===== config.mk =====
export PLATFORM = sky130hd
export DESIGN_NAME = regfile_wb_arbiter_flat
export DESIGN_NICKNAME = d
export VERILOG_FILES = /design/src/rtl/regfile_wb_arbiter_if.sv /design/src/rtl/regfile_wb_arbiter.sv /design/src/flat_wrapper.sv
export SDC_FILE = /design/constraint.sdc
export NUM_CORES = 1
export LEC_CHECK = 0
export CAP_MARGIN = 20
export CORE_AREA = 3 3 104 106
export DETAILED_ROUTE_END_ITERATION = 6
export DIE_AREA = 0 0 107 109
export MAX_ROUTING_LAYER = met4
export PLACE_DENSITY = 0.87
export SLEW_MARGIN = 20
export SYNTH_ARGS = -nofsm -noshare
export SYNTH_HDL_FRONTEND = slang
export SYNTH_SLANG_ARGS = --single-unit

===== constraint.sdc =====
create_clock -name clk_i -period 3.5 [get_ports clk_i]
set_clock_uncertainty 0.2 [all_clocks]
set_input_delay 0.525 -clock clk_i [delete_from_list [all_inputs] [get_ports clk_i]]
set_output_delay 0.525 -clock clk_i [all_outputs]
set_load 0.05 [all_outputs]

===== src/rtl/regfile_wb_arbiter_if.sv =====
// -----------------------------------------------------------------------------
// regfile_wb_arbiter_if
// Write-back request bundle between the two write-back requesters (ALU = a,
// memory/load = m) and the register-file write-port arbiter.
//
// Signals (names seen from the arbiter side):
//   a_valid_i / m_valid_i : request valid
//   a_ready_o / m_ready_o : request accepted this cycle (combinational)
//   a_addr_i  / m_addr_i  : destination register  [ADDR_W-1:0]
//   a_data_i  / m_data_i  : write data            [DATA_W-1:0]
//
// Modports:
//   master : requester side (drives valid/addr/data, observes ready)
//   slave  : arbiter side   (observes valid/addr/data, drives ready)
// -----------------------------------------------------------------------------
interface regfile_wb_arbiter_if #(
    parameter int DATA_W = 64,
    parameter int ADDR_W = 5
);
    logic              a_valid_i;
    logic              a_ready_o;
    logic [ADDR_W-1:0] a_addr_i;
    logic [DATA_W-1:0] a_data_i;

    logic              m_valid_i;
    logic              m_ready_o;
    logic [ADDR_W-1:0] m_addr_i;
    logic [DATA_W-1:0] m_data_i;

    modport master (
        output a_valid_i, a_addr_i, a_data_i,
        output m_valid_i, m_addr_i, m_data_i,
        input  a_ready_o, m_ready_o
    );

    modport slave (
        input  a_valid_i, a_addr_i, a_data_i,
        input  m_valid_i, m_addr_i, m_data_i,
        output a_ready_o, m_ready_o
    );
endinterface


===== src/rtl/regfile_wb_arbiter.sv =====
// -----------------------------------------------------------------------------
// regfile_wb_arbiter
// Write-port controller for the 32 x 64 register file. Shares the single write
// port between the ALU (a) and memory (m) write-back requesters with
// round-robin arbitration, and contains a clear sequencer that zeroes every
// writable register, one per cycle.
//
// Ports:
//   clk_i         : clock, all state on rising edge
//   reset_i       : asynchronous active-low reset
//   wb            : request bundle (regfile_wb_arbiter_if.slave)
//   clear_i       : pulse, starts the clear sequence (ignored while clearing)
//   busy_o        : clear sequence in progress (registered)
//   WR_o          : register file write select   (registered)
//   WD_o          : register file write data     (registered)
//   RegWrite_o    : register file write enable   (registered)
//   last_grant_o  : 0 = ALU granted last, 1 = memory granted last
//   drop_cnt_o    : [7:0] saturating count of accepted writes to ZERO_REG
//                   (present only when REGWB_DROP_CNT_EN is defined)
//
// Optional feature macro: REGWB_DROP_CNT_EN
// -----------------------------------------------------------------------------
module regfile_wb_arbiter #(
    parameter int DATA_W   = 64,
    parameter int ADDR_W   = 5,
    parameter int NUM_REGS = 32,
    parameter int ZERO_REG = 31
) (
    input  logic                clk_i,
    input  logic                reset_i,
    regfile_wb_arbiter_if.slave wb,
    input  logic                clear_i,
    output logic                busy_o,
    output logic [ADDR_W-1:0]   WR_o,
    output logic [DATA_W-1:0]   WD_o,
    output logic                RegWrite_o,
    output logic                last_grant_o
`ifdef REGWB_DROP_CNT_EN
    ,
    output logic [7:0]          drop_cnt_o
`endif
);

    typedef enum logic [0:0] {
        ST_IDLE  = 1'b0,
        ST_CLEAR = 1'b1
    } state_t;

    localparam logic [ADDR_W-1:0] ZERO_IDX = ADDR_W'(ZERO_REG);
    localparam logic [ADDR_W-1:0] LAST_IDX = ADDR_W'(NUM_REGS - 1);
    localparam logic [ADDR_W-1:0] ONE_IDX  = ADDR_W'(1);

    state_t            r_state;
    state_t            w_state_nxt;
    logic [ADDR_W-1:0] r_clr_cnt;
    logic              r_busy;
    logic              r_last_grant;
    logic [ADDR_W-1:0] r_wr;
    logic [DATA_W-1:0] r_wd;
    logic              r_regwrite;

    logic              w_a_ready;
    logic              w_m_ready;
    logic              w_clr_write;
    logic              w_xfer;
    logic              w_xfer_drop;
    logic [ADDR_W-1:0] w_xfer_addr;
    logic [DATA_W-1:0] w_xfer_data;

    // FSM state register
    always_ff @(posedge clk_i or negedge reset_i) begin
        if (!reset_i) begin
            r_state <= ST_IDLE;
        end else begin
            r_state <= w_state_nxt;
        end
    end

    // FSM next-state: clear_i only starts a sequence from IDLE; CLEAR leaves
    // after the last register index has been visited
    always_comb begin
        w_state_nxt = r_state;
        case (r_state)
            ST_IDLE: begin
                if (clear_i) begin
                    w_state_nxt = ST_CLEAR;
                end else begin
                    w_state_nxt = ST_IDLE;
                end
            end
            ST_CLEAR: begin
                if (r_clr_cnt == LAST_IDX) begin
                    w_state_nxt = ST_IDLE;
                end else begin
                    w_state_nxt = ST_CLEAR;
                end
            end
            default: w_state_nxt = ST_IDLE;
        endcase
    end

    // FSM outputs: grants (clear wins over requesters; contention goes to the
    // source that did not win last) and the clear-write strobe
    always_comb begin
        w_a_ready   = 1'b0;
        w_m_ready   = 1'b0;
        w_clr_write = 1'b0;
        case (r_state)
            ST_IDLE: begin
                if (clear_i) begin
                    w_a_ready = 1'b0;
                    w_m_ready = 1'b0;
                end else if (wb.a_valid_i && wb.m_valid_i) begin
                    w_a_ready = r_last_grant;
                    w_m_ready = ~r_last_grant;
                end else begin
                    w_a_ready = wb.a_valid_i;
                    w_m_ready = wb.m_valid_i;
                end
            end
            ST_CLEAR: begin
                w_clr_write = (r_clr_cnt != ZERO_IDX);
            end
            default: begin
                w_a_ready   = 1'b0;
                w_m_ready   = 1'b0;
                w_clr_write = 1'b0;
            end
        endcase
    end

    // Select the granted requester's address and data
    always_comb begin
        if (w_a_ready) begin
            w_xfer_addr = wb.a_addr_i;
            w_xfer_data = wb.a_data_i;
        end else begin
            w_xfer_addr = wb.m_addr_i;
            w_xfer_data = wb.m_data_i;
        end
    end

    assign w_xfer      = w_a_ready | w_m_ready;
    // Writes to the hard-wired zero register complete the handshake but are dropped
    assign w_xfer_drop = w_xfer && (w_xfer_addr == ZERO_IDX);

    assign wb.a_ready_o = w_a_ready;
    assign wb.m_ready_o = w_m_ready;

    // Clear index counter: walks every index while in CLEAR, parked at 0 otherwise
    always_ff @(posedge clk_i or negedge reset_i) begin
        if (!reset_i) begin
            r_clr_cnt <= {ADDR_W{1'b0}};
        end else if (r_state == ST_CLEAR && r_clr_cnt != LAST_IDX) begin
            r_clr_cnt <= r_clr_cnt + ONE_IDX;
        end else begin
            r_clr_cnt <= {ADDR_W{1'b0}};
        end
    end

    // Busy flag tracks the state the FSM is entering
    always_ff @(posedge clk_i or negedge reset_i) begin
        if (!reset_i) begin
            r_busy <= 1'b0;
        end else begin
            r_busy <= (w_state_nxt == ST_CLEAR);
        end
    end

    // Round-robin pointer: remembers the source of the most recent transfer
    always_ff @(posedge clk_i or negedge reset_i) begin
        if (!reset_i) begin
            r_last_grant <= 1'b1;
        end else if (w_a_ready) begin
            r_last_grant <= 1'b0;
        end else if (w_m_ready) begin
            r_last_grant <= 1'b1;
        end else begin
            r_last_grant <= r_last_grant;
        end
    end

    // Register-file write port: clear writes, accepted requests, or idle.
    // WR/WD hold on idle and dropped cycles; only RegWrite falls.
    always_ff @(posedge clk_i or negedge reset_i) begin
        if (!reset_i) begin
            r_wr       <= {ADDR_W{1'b0}};
            r_wd       <= {DATA_W{1'b0}};
            r_regwrite <= 1'b0;
        end else if (w_clr_write) begin
            r_wr       <= r_clr_cnt;
            r_wd       <= {DATA_W{1'b0}};
            r_regwrite <= 1'b1;
        end else if (w_xfer && !w_xfer_drop) begin
            r_wr       <= w_xfer_addr;
            r_wd       <= w_xfer_data;
            r_regwrite <= 1'b1;
        end else begin
            r_wr       <= r_wr;
            r_wd       <= r_wd;
            r_regwrite <= 1'b0;
        end
    end

    assign WR_o         = r_wr;
    assign WD_o         = r_wd;
    assign RegWrite_o   = r_regwrite;
    assign busy_o       = r_busy;
    assign last_grant_o = r_last_grant;

`ifdef REGWB_DROP_CNT_EN
    logic [7:0] r_drop_cnt;

    // Saturating count of requester writes dropped at the zero register
    always_ff @(posedge clk_i or negedge reset_i) begin
        if (!reset_i) begin
            r_drop_cnt <= 8'd0;
        end else if (w_xfer_drop && r_drop_cnt != 8'hFF) begin
            r_drop_cnt <= r_drop_cnt + 8'd1;
        end else begin
            r_drop_cnt <= r_drop_cnt;
        end
    end

    assign drop_cnt_o = r_drop_cnt;
`endif

endmodule


===== src/flat_wrapper.sv =====
// flat-port wrapper written by rule: the top's interface ports become plain ports
module regfile_wb_arbiter_flat 
#(
    parameter int DATA_W   = 64,
    parameter int ADDR_W   = 5,
    parameter int NUM_REGS = 32,
    parameter int ZERO_REG = 31
)
  (clk_i, reset_i, clear_i, busy_o, WR_o, WD_o, RegWrite_o, last_grant_o, wb_a_valid_i, wb_a_addr_i, wb_a_data_i, wb_m_valid_i, wb_m_addr_i, wb_m_data_i, wb_a_ready_o, wb_m_ready_o);
  regfile_wb_arbiter_if #(.DATA_W(DATA_W), .ADDR_W(ADDR_W)) wb_i ();
  input  logic clk_i;
  input  logic reset_i;
  input  logic clear_i;
  output logic busy_o;
  output logic [ADDR_W-1:0] WR_o;
  output logic [DATA_W-1:0] WD_o;
  output logic RegWrite_o;
  output logic last_grant_o;
  input wire logic [$bits(wb_i.a_valid_i)-1:0] wb_a_valid_i;
  input wire logic [$bits(wb_i.a_addr_i)-1:0] wb_a_addr_i;
  input wire logic [$bits(wb_i.a_data_i)-1:0] wb_a_data_i;
  input wire logic [$bits(wb_i.m_valid_i)-1:0] wb_m_valid_i;
  input wire logic [$bits(wb_i.m_addr_i)-1:0] wb_m_addr_i;
  input wire logic [$bits(wb_i.m_data_i)-1:0] wb_m_data_i;
  output wire logic [$bits(wb_i.a_ready_o)-1:0] wb_a_ready_o;
  output wire logic [$bits(wb_i.m_ready_o)-1:0] wb_m_ready_o;
  assign wb_i.a_valid_i = wb_a_valid_i;
  assign wb_i.a_addr_i = wb_a_addr_i;
  assign wb_i.a_data_i = wb_a_data_i;
  assign wb_i.m_valid_i = wb_m_valid_i;
  assign wb_i.m_addr_i = wb_m_addr_i;
  assign wb_i.m_data_i = wb_m_data_i;
  assign wb_a_ready_o = wb_i.a_ready_o;
  assign wb_m_ready_o = wb_i.m_ready_o;
  regfile_wb_arbiter #(.DATA_W(DATA_W), .ADDR_W(ADDR_W), .NUM_REGS(NUM_REGS), .ZERO_REG(ZERO_REG)) u_core (.clk_i(clk_i), .reset_i(reset_i), .wb(wb_i), .clear_i(clear_i), .busy_o(busy_o), .WR_o(WR_o), .WD_o(WD_o), .RegWrite_o(RegWrite_o), .last_grant_o(last_grant_o));
endmodule

==> impl_metrics.py, run 1 <==
metrics = {
    "yosys": {
        "synth_most_common_cell": "dfrtp_1",
        "synth_top_area_share_pct": 43.6,
        "synthArstFlopShare_pct": 100,
        "synth_area_leaders": "dfrtp_1 (44%), a211oi_2 (17%), mux2i_1 (15%), a31oi_1 (9.3%), a211oi_1 (2.4%)",
        "synthFlopType": "dfrtp_1",
        "syn_avg_cell_area_sq_um": 11.8,
        "synth_edf_count": 0,
        "ys_ff_latch": 77,
        "ys_seq_area_share_pct": 44.2,
        "yosysWarnings": 0,
        "ys_types": 30,
        "ys_top_cells_by_count": "dfrtp_1 (76), a31oi_1 (65), mux2i_1 (64)",
        "synthCells": 370,
        "yosys.area.top_type": "dfrtp_1",
        "syn_nets": 515,
        "syn_area_sq_um": 4360,
    },
    "layout": {
        "seq_area_sq_um": 1930,
        "fill_cells": 726,
        "final_area_sq_um": 6800,
        "utilization_pct": 69.0,
        "areaGrowthSynthToFinish_pct": 56.1,
        "drive_gt1_share_pct": 17.2,
        "fin_cells": 703,
        "fin_nets": 710,
        "multi_input_area_sq_um": 2200,
        "diodes": 0,
    },
    "clock_network": {
        "cts_tree": "yes",
        "htree_levels": 3,
        "clock-sinks": 77,
        "clock_latency_ns": 0.34,
        "cts_setup_buffers": 0,
        "cts-buffers-inserted": 9,
        "cts_resized": 0,
        "clk_pin_slew_worst_paths_ns": 0.08,
        "cts-hold-fix-buffers": 0,
        "root_buffer": "clkbuf_8",
        "cts_buffer_depth": 2,
    },
    "flow_run": {
        "cap_violations": 0,
    },
    "setup_path": {
        "start_kind": "input port",
        "required_ns": 2.77,
        "max_stage_delay_ns": 0.82,
        "cpMostUsedCell": "clkdlybuf4s50_1",
        "critPathCaptureType": "output port",
        "crit_buf_inv": 2,
        "critPathSlowestCell": "clkdlybuf4s50_1",
        "cp_top_family": "buffers and inverters",
        "cp_max_fo": 6,
        "worst_ep_arrival_time_ns": 2.31,
        "path_cells": "clkdlybuf4s50_1 -> nor2_1 -> nand2_1 -> a21oi_1 -> clkdlybuf4s50_1",
        "worstSetupPathType": "input port to output port",
    },
    "sta": {
        "final_max_slew_viol_count": 0,
        "tightest_slew_ns": 0.971,
        "min_period_over_period_pct": 86.8,
        "fin_crit_ns": 3.04,
        "fmax_ghz": 0.329,
        "relSlewSlack_pct": 35.3,
        "setup_ws_ns": 0.462,
        "hold_violations": 0,
        "tns_ns": 0,
        "hold_ws_ns": 0.133,
        "rsz0062_at_grt": "false",
        "setup_viol": 0,
    },
    "floorplanning": {
        "num_rows": 36,
        "start_util_pct": 44.2,
        "ios": 217,
        "dieArea_sq_um": 11700,
        "fp.dieH_um": 109,
        "die_w_um": 107,
        "core-area_sq_um": 9860,
    },
    "routing": {
        "num_vias": 3974,
        "vias_per_cell": 5.65,
        "wl_um": 13300,
        "firstDrtPassIters": 4,
        "final_antenna_net_count": 0,
        "drtIter0Drc": 253,
        "drc_errors": 0,
        "wire_per_inst_um": 18.9,
    },
    "place": {
        "placedCellCount": 687,
        "pre_cts_ws_ns": 0.451,
        "port_buffers": 216,
        "postPlaceCellArea_sq_um": 6580,
        "place_congestion": 0.913,
        "dpl.hpwl_um": 9540,
    },
    "run_status": {
        "status": "finished, final reports clean",
    },
    "power_and_ir_drop": {
        "p_leak_nw": 2.91,
        "ir_drop_mv": 0.270,
        "p_total_mw": 2.67,
        "cellPowerDensity_nw_per_um2": 392,
    },
    "global_route": {
        "grt_pass1_wl_um": 21100,
        "grt_max_degree": 78,
        "grt_usage_pct": 23.3,
        "grt_antenna_before_repair": 0,
        "first_global_vias": 4118,
        "gr-total-overflow": 0,
    },
    "hold_path": {
        "hp-class": "input port to async pin",
    },
}
## power by group
group	internal, mW	switching [mW]
Sequential	0.971	0.0615
Combinational	0.366	0.529
Clock	0.405	0.337
Total	1.74	0.928
## worst paths after layout
path	from	endpoint	slack [ns]	depth (start not counted)
worst max-delay path	clear_i	wb_m_ready_o	0.46	5
worst min-delay path	reset_i	u_core.WD_o[57]$_DFFE_PN0P_	0.13	1
worst max register to register	u_core.r_state$_DFF_PN0_	u_core.WD_o[58]$_DFFE_PN0P_	1.12	5
worst min register to register	u_core.r_clr_cnt[0]$_DFF_PN0_	u_core.r_clr_cnt[0]$_DFF_PN0_	0.28	1
max in group asynchronous	reset_i	u_core.WD_o[19]$_DFFE_PN0P_	2.33	1
min in group clk_i	u_core.r_clr_cnt[0]$_DFF_PN0_	u_core.r_clr_cnt[0]$_DFF_PN0_	0.28	1
## cell usage in the layout, fill, tap and decap left out, types with 2 or more instances in the layout
master           instances
nor2_1                  13
mux2i_1                 64
nand2b_1                 2
a21boi_0                 5
a31oi_1                 65
clkinv_4                 2
ha_1                     2
dfrtp_1                 76
bufinv_16                2
a211oi_2                60
nand3_1                  3
buf_4                   11
buf_12                   3
a211oi_1                14
a21oi_1                  3
clkbuf_8                 9
clkdlybuf4s50_1        214
nand2_1                  3
and2_1                   2
## final cells by class
type | count | area share, %
clock buffers | 9 | 1.82
clock inverters | 7 | 1.45
inverters | 1 | 0.0552
multi-input cells | 248 | 32.3
flip-flops and latches | 77 | 28.3
well taps | 133 | 2.45
repair buffers | 228 | 33.6
## worst reg2reg max path, stage by stage (launching register included)
cell and delay, ns:
dfrtp_1 0.47, nor3b_4 0.39, a211o_2 0.47, buf_4 0.38
a31oi_1 0.15, a211oi_2 0.23
## sequential cells by signal, summed over array words and instances (netlist names)
signal and flops:
u_core.RegWrite_o 1, u_core.r_state 1, u_core.last_grant_o 1, u_core.r_clr_cnt 5, u_core.WR_o 5, u_core.WD_o 64
## cells by family (layout without fill, tap and decap cells)
group / count (synthesis) / in the layout / share of synthesized area, %
AND/OR/NAND/NOR: 30 / 30 / 3.59
flip-flops: 77 / 77 / 44.2
buffers and inverters: 45 / 245 / 5.86
multiplexers: 64 / 64 / 14.7
adder cells (fa/ha/maj): 2 / 2 / 0.574
XOR/XNOR: 2 / 2 / 0.402
AO/OA/AOI/OAI: 150 / 150 / 30.7
## layer usage
metal / routed length, um / vias to the layer above / part of all wire, % / track usage (%)
li1: - / 1840 / - / -
met1: 5430 / 1945 / 41 / 28.3
met2: 6770 / 179 / 51 / 39.7
met3: 947 / 10 / 7.1 / 5.27
met4: 107 / 0 / 0.81 / 5.57
met5: 0 / - / 0 / -
No activity file was read; power rests on OpenSTA's default activity.
==> run 2: changes to the inputs <==
- CORE_AREA: 3 3 104 106 -> 3 3 108 110
- DIE_AREA: 0 0 107 109 -> 0 0 111 113
- PLACE_DENSITY: 0.87 -> 0.82
- clock period: 3.5 -> 3.3 ns (I/O delays scaled with it)
==> run 2 against run 1 <==
  * Flip-flop and latch count is the same
  * Worst hold slack got worse by 0.056 ns
  * Final cell count rose by 0.57%
  * Register-to-register slack got worse by 0.29 ns
  * Critical path depth rose by 1
  * Combinational power rose by 7.0%
  * Count of clock-buffer cells in the layout grew 2
  * Routed wire length down 0.17%
  * Utilization shrank 5.4 points
  * Sequential share of layout area fell by 0.25 points
  * Non-clock buffer count fell by 3
  * Critical endpoint is now u_core.WR_o[0]$_DFFE_PN0P_
  * Largest power group unchanged
==> impl_metrics.py, run 2 (same netlist as run 1, synthesis figures left out) <==
metrics = {
    "clock_network": {
        "root_buffer": "clkbuf_8",
        "cts_resized": 0,
        "cts_buffer_depth": 2,
        "cts_tree": "yes",
        "clock-sinks": 77,
        "cts-buffers-inserted": 9,
        "clk_pin_slew_worst_paths_ns": 0.08,
        "cts_setup_buffers": 0,
        "clock_latency_ns": 0.34,
        "cts-hold-fix-buffers": 0,
        "htree_levels": 3,
    },
    "floorplanning": {
        "die_w_um": 111,
        "num_rows": 38,
        "core-area_sq_um": 10800,
        "ios": 217,
        "start_util_pct": 40.4,
        "dieArea_sq_um": 12500,
        "fp.dieH_um": 113,
    },
    "sta": {
        "tns_ns": 0,
        "hold_violations": 0,
        "min_period_over_period_pct": 82.4,
        "setup_viol": 0,
        "tightest_slew_ns": 0.974,
        "relSlewSlack_pct": 35.1,
        "fmax_ghz": 0.368,
        "rsz0062_at_grt": "false",
        "setup_ws_ns": 0.581,
        "final_max_slew_viol_count": 0,
        "fin_crit_ns": 2.72,
        "hold_ws_ns": 0.0764,
    },
    "layout": {
        "areaGrowthSynthToFinish_pct": 57.5,
        "utilization_pct": 63.6,
        "largest_reg_flops": 64,
        "fill_cells": 880,
        "drive_gt1_share_pct": 16.8,
        "diodes": 0,
        "fin_nets": 707,
        "final_cell_mix": "clkdlybuf4s50_1 (213), dfrtp_1 (76), a31oi_1 (65), mux2i_1 (64), a211oi_2 (60)",
        "final_area_sq_um": 6860,
        "fin_cells": 707,
        "final_common_cell": "clkdlybuf4s50_1",
    },
    "power_and_ir_drop": {
        "ir_drop_mv": 0.282,
        "p_total_mw": 2.93,
        "p_leak_nw": 2.93,
        "cellPowerDensity_nw_per_um2": 428,
    },
    "place": {
        "pre_cts_ws_ns": 0.271,
        "dpl.hpwl_um": 9300,
        "postPlaceCellArea_sq_um": 6620,
        "place_congestion": 0.873,
        "port_buffers": 216,
        "placedCellCount": 691,
    },
    "setup_path": {
        "start_kind": "input port",
        "r2r_end": "u_core.WR_o[0]$_DFFE_PN0P_",
        "r2r_start": "u_core.last_grant_o$_DFFE_PN1P_",
        "reg2regPathDepth": 5,
        "required_ns": 3.36,
        "worst_ep_arrival_time_ns": 2.78,
        "critPathCaptureType": "flop",
        "reg2reg_slack_ns": 0.83,
        "endpoint": "u_core.WR_o[0]$_DFFE_PN0P_",
        "worstSetupPathType": "input port to flop",
        "worstSetupStartpoint": "wb_m_valid_i",
        "cp_max_fo": 65,
    },
    "routing": {
        "final_antenna_net_count": 0,
        "num_vias": 4039,
        "drc_errors": 0,
        "firstDrtPassIters": 4,
        "drtIter0Drc": 194,
        "wire_per_inst_um": 18.7,
        "vias_per_cell": 5.71,
        "wl_um": 13200,
    },
    "global_route": {
        "grt_antenna_before_repair": 0,
        "first_global_vias": 4094,
        "grt_usage_pct": 21.6,
        "grt_pass1_wl_um": 21500,
        "grt_max_degree": 78,
        "gr-total-overflow": 0,
    },
    "flow_run": {
        "cap_violations": 0,
    },
    "hold_path": {
        "hp-class": "input port to async pin",
    },
    "run_status": {
        "status": "finished, final reports clean",
    },
}
[run 2: per-layer routing]
| metal | routed length [um] | global-route usage [%] | share of wire (%) | up-vias |
|---|---|---|---|---|
| met2 | 6570 | 35.0 | 50 | 176 |
| met4 | 143 | 6.49 | 1.1 | 0 |
| li1 | - | - | - | 1836 |
| met1 | 5640 | 27.1 | 43 | 2015 |
| met3 | 884 | 5.13 | 6.7 | 12 |
| met5 | 0 | - | 0 | - |
[run 2: layout make-up]
| cell class | count | area, sq um | area share, % |
|---|---|---|---|
| multi-input combinational | 248 | 2200 | 32.0 |
| timing repair buffer | 225 | 2310 | 33.6 |
| sequential | 77 | 1930 | 28.1 |
| inverter | 1 | 3.75 | 0.0547 |
| clock inverter | 5 | 108 | 1.57 |
| tap | 140 | 175 | 2.55 |
| clock buffer | 11 | 141 | 2.06 |
[run 2: worst min-delay path by stage]
stage / startpoint / end / cells after the start
floorplan: reset_i / u_core.RegWrite_o$_DFF_PN0_ / 0
global placement: u_core.r_clr_cnt[0]$_DFF_PN0_ / u_core.r_clr_cnt[0]$_DFF_PN0_ / 1
detailed placement: u_core.r_clr_cnt[0]$_DFF_PN0_ / u_core.r_clr_cnt[0]$_DFF_PN0_ / 1
CTS: reset_i / u_core.WD_o[0]$_DFFE_PN0P_ / 1
global route: reset_i / u_core.WD_o[0]$_DFFE_PN0P_ / 1
finish: reset_i / u_core.WD_o[0]$_DFFE_PN0P_ / 1
[run 2: worst max-delay path, stage by stage]
cell             delay (ns)
clkdlybuf4s50_1        0.54
nand2b_1               0.22
nand4_1                0.20
buf_4                  0.59
nand3_1                0.34
a211oi_1               0.31
[run 2: where the power goes]
group	switching, mW	leakage (nW)	internal, mW
Sequential	0.0659	1.04	1.03
Clock	0.354	0.124	0.526
Combinational	0.562	1.76	0.396
Total	0.982	2.93	1.95
==> run 3: changes to the inputs <==
- clock period: 3.3 -> 2.8 ns (I/O delays scaled with it)
==> run 3 against run 2 <==
  * Total power grew 9.6%
  * Sequential power grew 17%
  * Combinational power grew 19%
  * Sequential share of layout area grew 0.067 points
  * Final area shrank 0.24%
  * Final cell count grew 0.99%
  * Critical path depth shrank 1
  * Worst setup slack lost 0.18 ns
  * Clock power shrank 11%
  * Flip-flop and latch count is the same
  * Critical path type is now input port to output port
  * Critical endpoint is now wb_a_ready_o
  * Largest cell class unchanged
==> impl_metrics.py, run 3 (same netlist as run 1, synthesis figures left out) <==
metrics = {
    "floorplanning": {
        "fp.dieH_um": 113,
        "core-area_sq_um": 10800,
        "die_w_um": 111,
        "num_rows": 38,
        "dieArea_sq_um": 12500,
        "ios": 217,
        "start_util_pct": 40.4,
    },
    "clock_network": {
        "cts_tree": "yes",
        "cts_buffer_depth": 2,
        "root_buffer": "clkbuf_8",
        "clock-sinks": 77,
        "clock_latency_ns": 0.33,
        "cts-buffers-inserted": 9,
        "htree_levels": 3,
        "clk_pin_slew_worst_paths_ns": 0.08,
    },
    "routing": {
        "firstDrtPassIters": 4,
        "vias_per_cell": 5.54,
        "final_antenna_net_count": 0,
        "drc_errors": 0,
        "drtIter0Drc": 216,
        "wl_um": 13500,
        "num_vias": 3959,
        "wire_per_inst_um": 18.8,
    },
    "global_route": {
        "grt_usage_pct": 22.0,
        "grt_max_degree": 78,
        "met2_usage_pct": 36.8,
        "grt_pass1_wl_um": 22000,
        "grt_use_met1_pct": 26.9,
        "top_usage_layer": "met2",
        "grtUsageMet3_pct": 6.04,
        "gr-total-overflow": 0,
        "first_global_vias": 4252,
        "grt_antenna_before_repair": 0,
    },
    "power_and_ir_drop": {
        "p_seq_share_pct": 40.1,
        "internal_power_mw": 2.06,
        "ir_drop_mv": 0.314,
        "p_leak_nw": 2.91,
        "p_switching_mw": 1.16,
        "power_frac_comb_pct": 35.4,
        "cellPowerDensity_nw_per_um2": 470,
        "p_clk_share_pct": 24.5,
        "p_sw_share_pct": 36.1,
    },
    "layout": {
        "diodes": 0,
        "final_cell_mix": "clkdlybuf4s50_1 (213), dfrtp_1 (76), a31oi_1 (65), mux2i_1 (64), a211oi_2 (60)",
        "fin_nets": 714,
        "final_area_sq_um": 6850,
        "largest_reg_flops": 64,
        "drive_gt1_share_pct": 17.8,
        "areaGrowthSynthToFinish_pct": 57.1,
        "final_common_cell": "clkdlybuf4s50_1",
    },
    "place": {
        "dpl.hpwl_um": 9760,
        "pre_cts_ws_ns": 0.131,
        "postPlaceCellArea_sq_um": 6650,
        "port_buffers": 216,
        "place_congestion": 0.836,
    },
    "sta": {
        "min_period_over_period_pct": 85.9,
        "hold_ws_ns": 0.307,
        "tightest_slew_ns": 0.699,
        "hold_violations": 0,
        "setup_ws_ns": 0.396,
        "relSlewSlack_pct": 53.4,
        "fin_crit_ns": 2.40,
        "final_max_slew_viol_count": 0,
        "setup_viol": 0,
        "tns_ns": 0,
        "fmax_ghz": 0.416,
        "rsz0062_at_grt": "false",
    },
    "setup_path": {
        "worstSetupPathType": "input port to output port",
        "reg2reg_slack_ns": 0.60,
        "worst_ep_arrival_time_ns": 1.78,
        "critPathCaptureType": "output port",
        "start_kind": "input port",
        "cp_max_fo": 8,
        "critPathSlowestCell": "clkdlybuf4s50_1",
        "max_stage_delay_ns": 0.55,
        "required_ns": 2.18,
        "path_cells": "clkdlybuf4s50_1 -> nor3b_4 -> nand2_4 -> inv_2 -> buf_12",
    },
    "hold_path": {
        "hp-class": "flop to flop",
    },
    "flow_run": {
        "cap_violations": 0,
    },
    "run_status": {
        "status": "finished, final reports clean",
    },
}
## run 3: changes by cell type in the layout (fill, tap and decap cells not counted), moves of 2 or more
cell        previous run  this run
clkinv_4               2         0
bufinv_16              3         0
clkinvlp_4             0         4
buf_4                  5        11
## run 3: worst max-delay path: cells and delay by family
kind                   cells  cell delay (ns)
AND/OR/NAND/NOR            2             0.51
buffers and inverters      3             0.84
## run 3: worst paths after layout
check	from	end	depth (start not counted)
max reg2reg	u_core.r_clr_cnt[0]$_DFF_PN0_	u_core.WD_o[34]$_DFFE_PN0P_	6
min reg2reg	u_core.r_clr_cnt[0]$_DFF_PN0_	u_core.r_clr_cnt[0]$_DFF_PN0_	1
max in group asynchronous	reset_i	u_core.WD_o[43]$_DFFE_PN0P_	2
min in group asynchronous	reset_i	u_core.WD_o[0]$_DFFE_PN0P_	2
max	wb_a_valid_i	wb_a_ready_o	5
min	u_core.r_clr_cnt[0]$_DFF_PN0_	u_core.r_clr_cnt[0]$_DFF_PN0_	1
## run 3: repair_timing
item	in CTS	in global routing
gates resized for setup	0	0
setup buffers	0	0
hold endpoints to repair	0	76
hold buffers	0	1
## run 3: final cells by class
cell class	instances	area, sq um
fill	870	3950
multi-input combinational	248	2200
inverter	1	3.75
tap	140	175
clock inverter	5	35.0
clock buffer	11	151
timing repair buffer	232	2360
sequential	77	1930
## run 3: per-layer routing
layer	wire, um	up-vias
li1	-	1845
met1	5540	1922
met2	6810	186
met3	1030	6
met4	68	0
met5	0	-
## run 3: power groups by stage
stage | logic, mW | registers (mW) | clock network [mW]
floorplan | 0.469 | 1.50 | 0
global placement | 1.11 | 1.31 | 0
detailed placement | 1.15 | 1.31 | 0
CTS | 1.15 | 1.29 | 0.814
global route | 1.22 | 1.30 | 0.860
finish | 1.14 | 1.29 | 0.787
## run 3: per-stage QoR
step / power [mW] / cells / utilization [%]
5_1_grt: 3.38 / 714 / 63.4
2_1_floorplan: 1.96 / 370 / -
4_1_cts: 3.26 / 713 / 63.3
6_report: 3.22 / 714 / 63.4
3_3_place_gp: 2.42 / 697 / 61.6
3_5_place_dp: 2.46 / 697 / 61.6
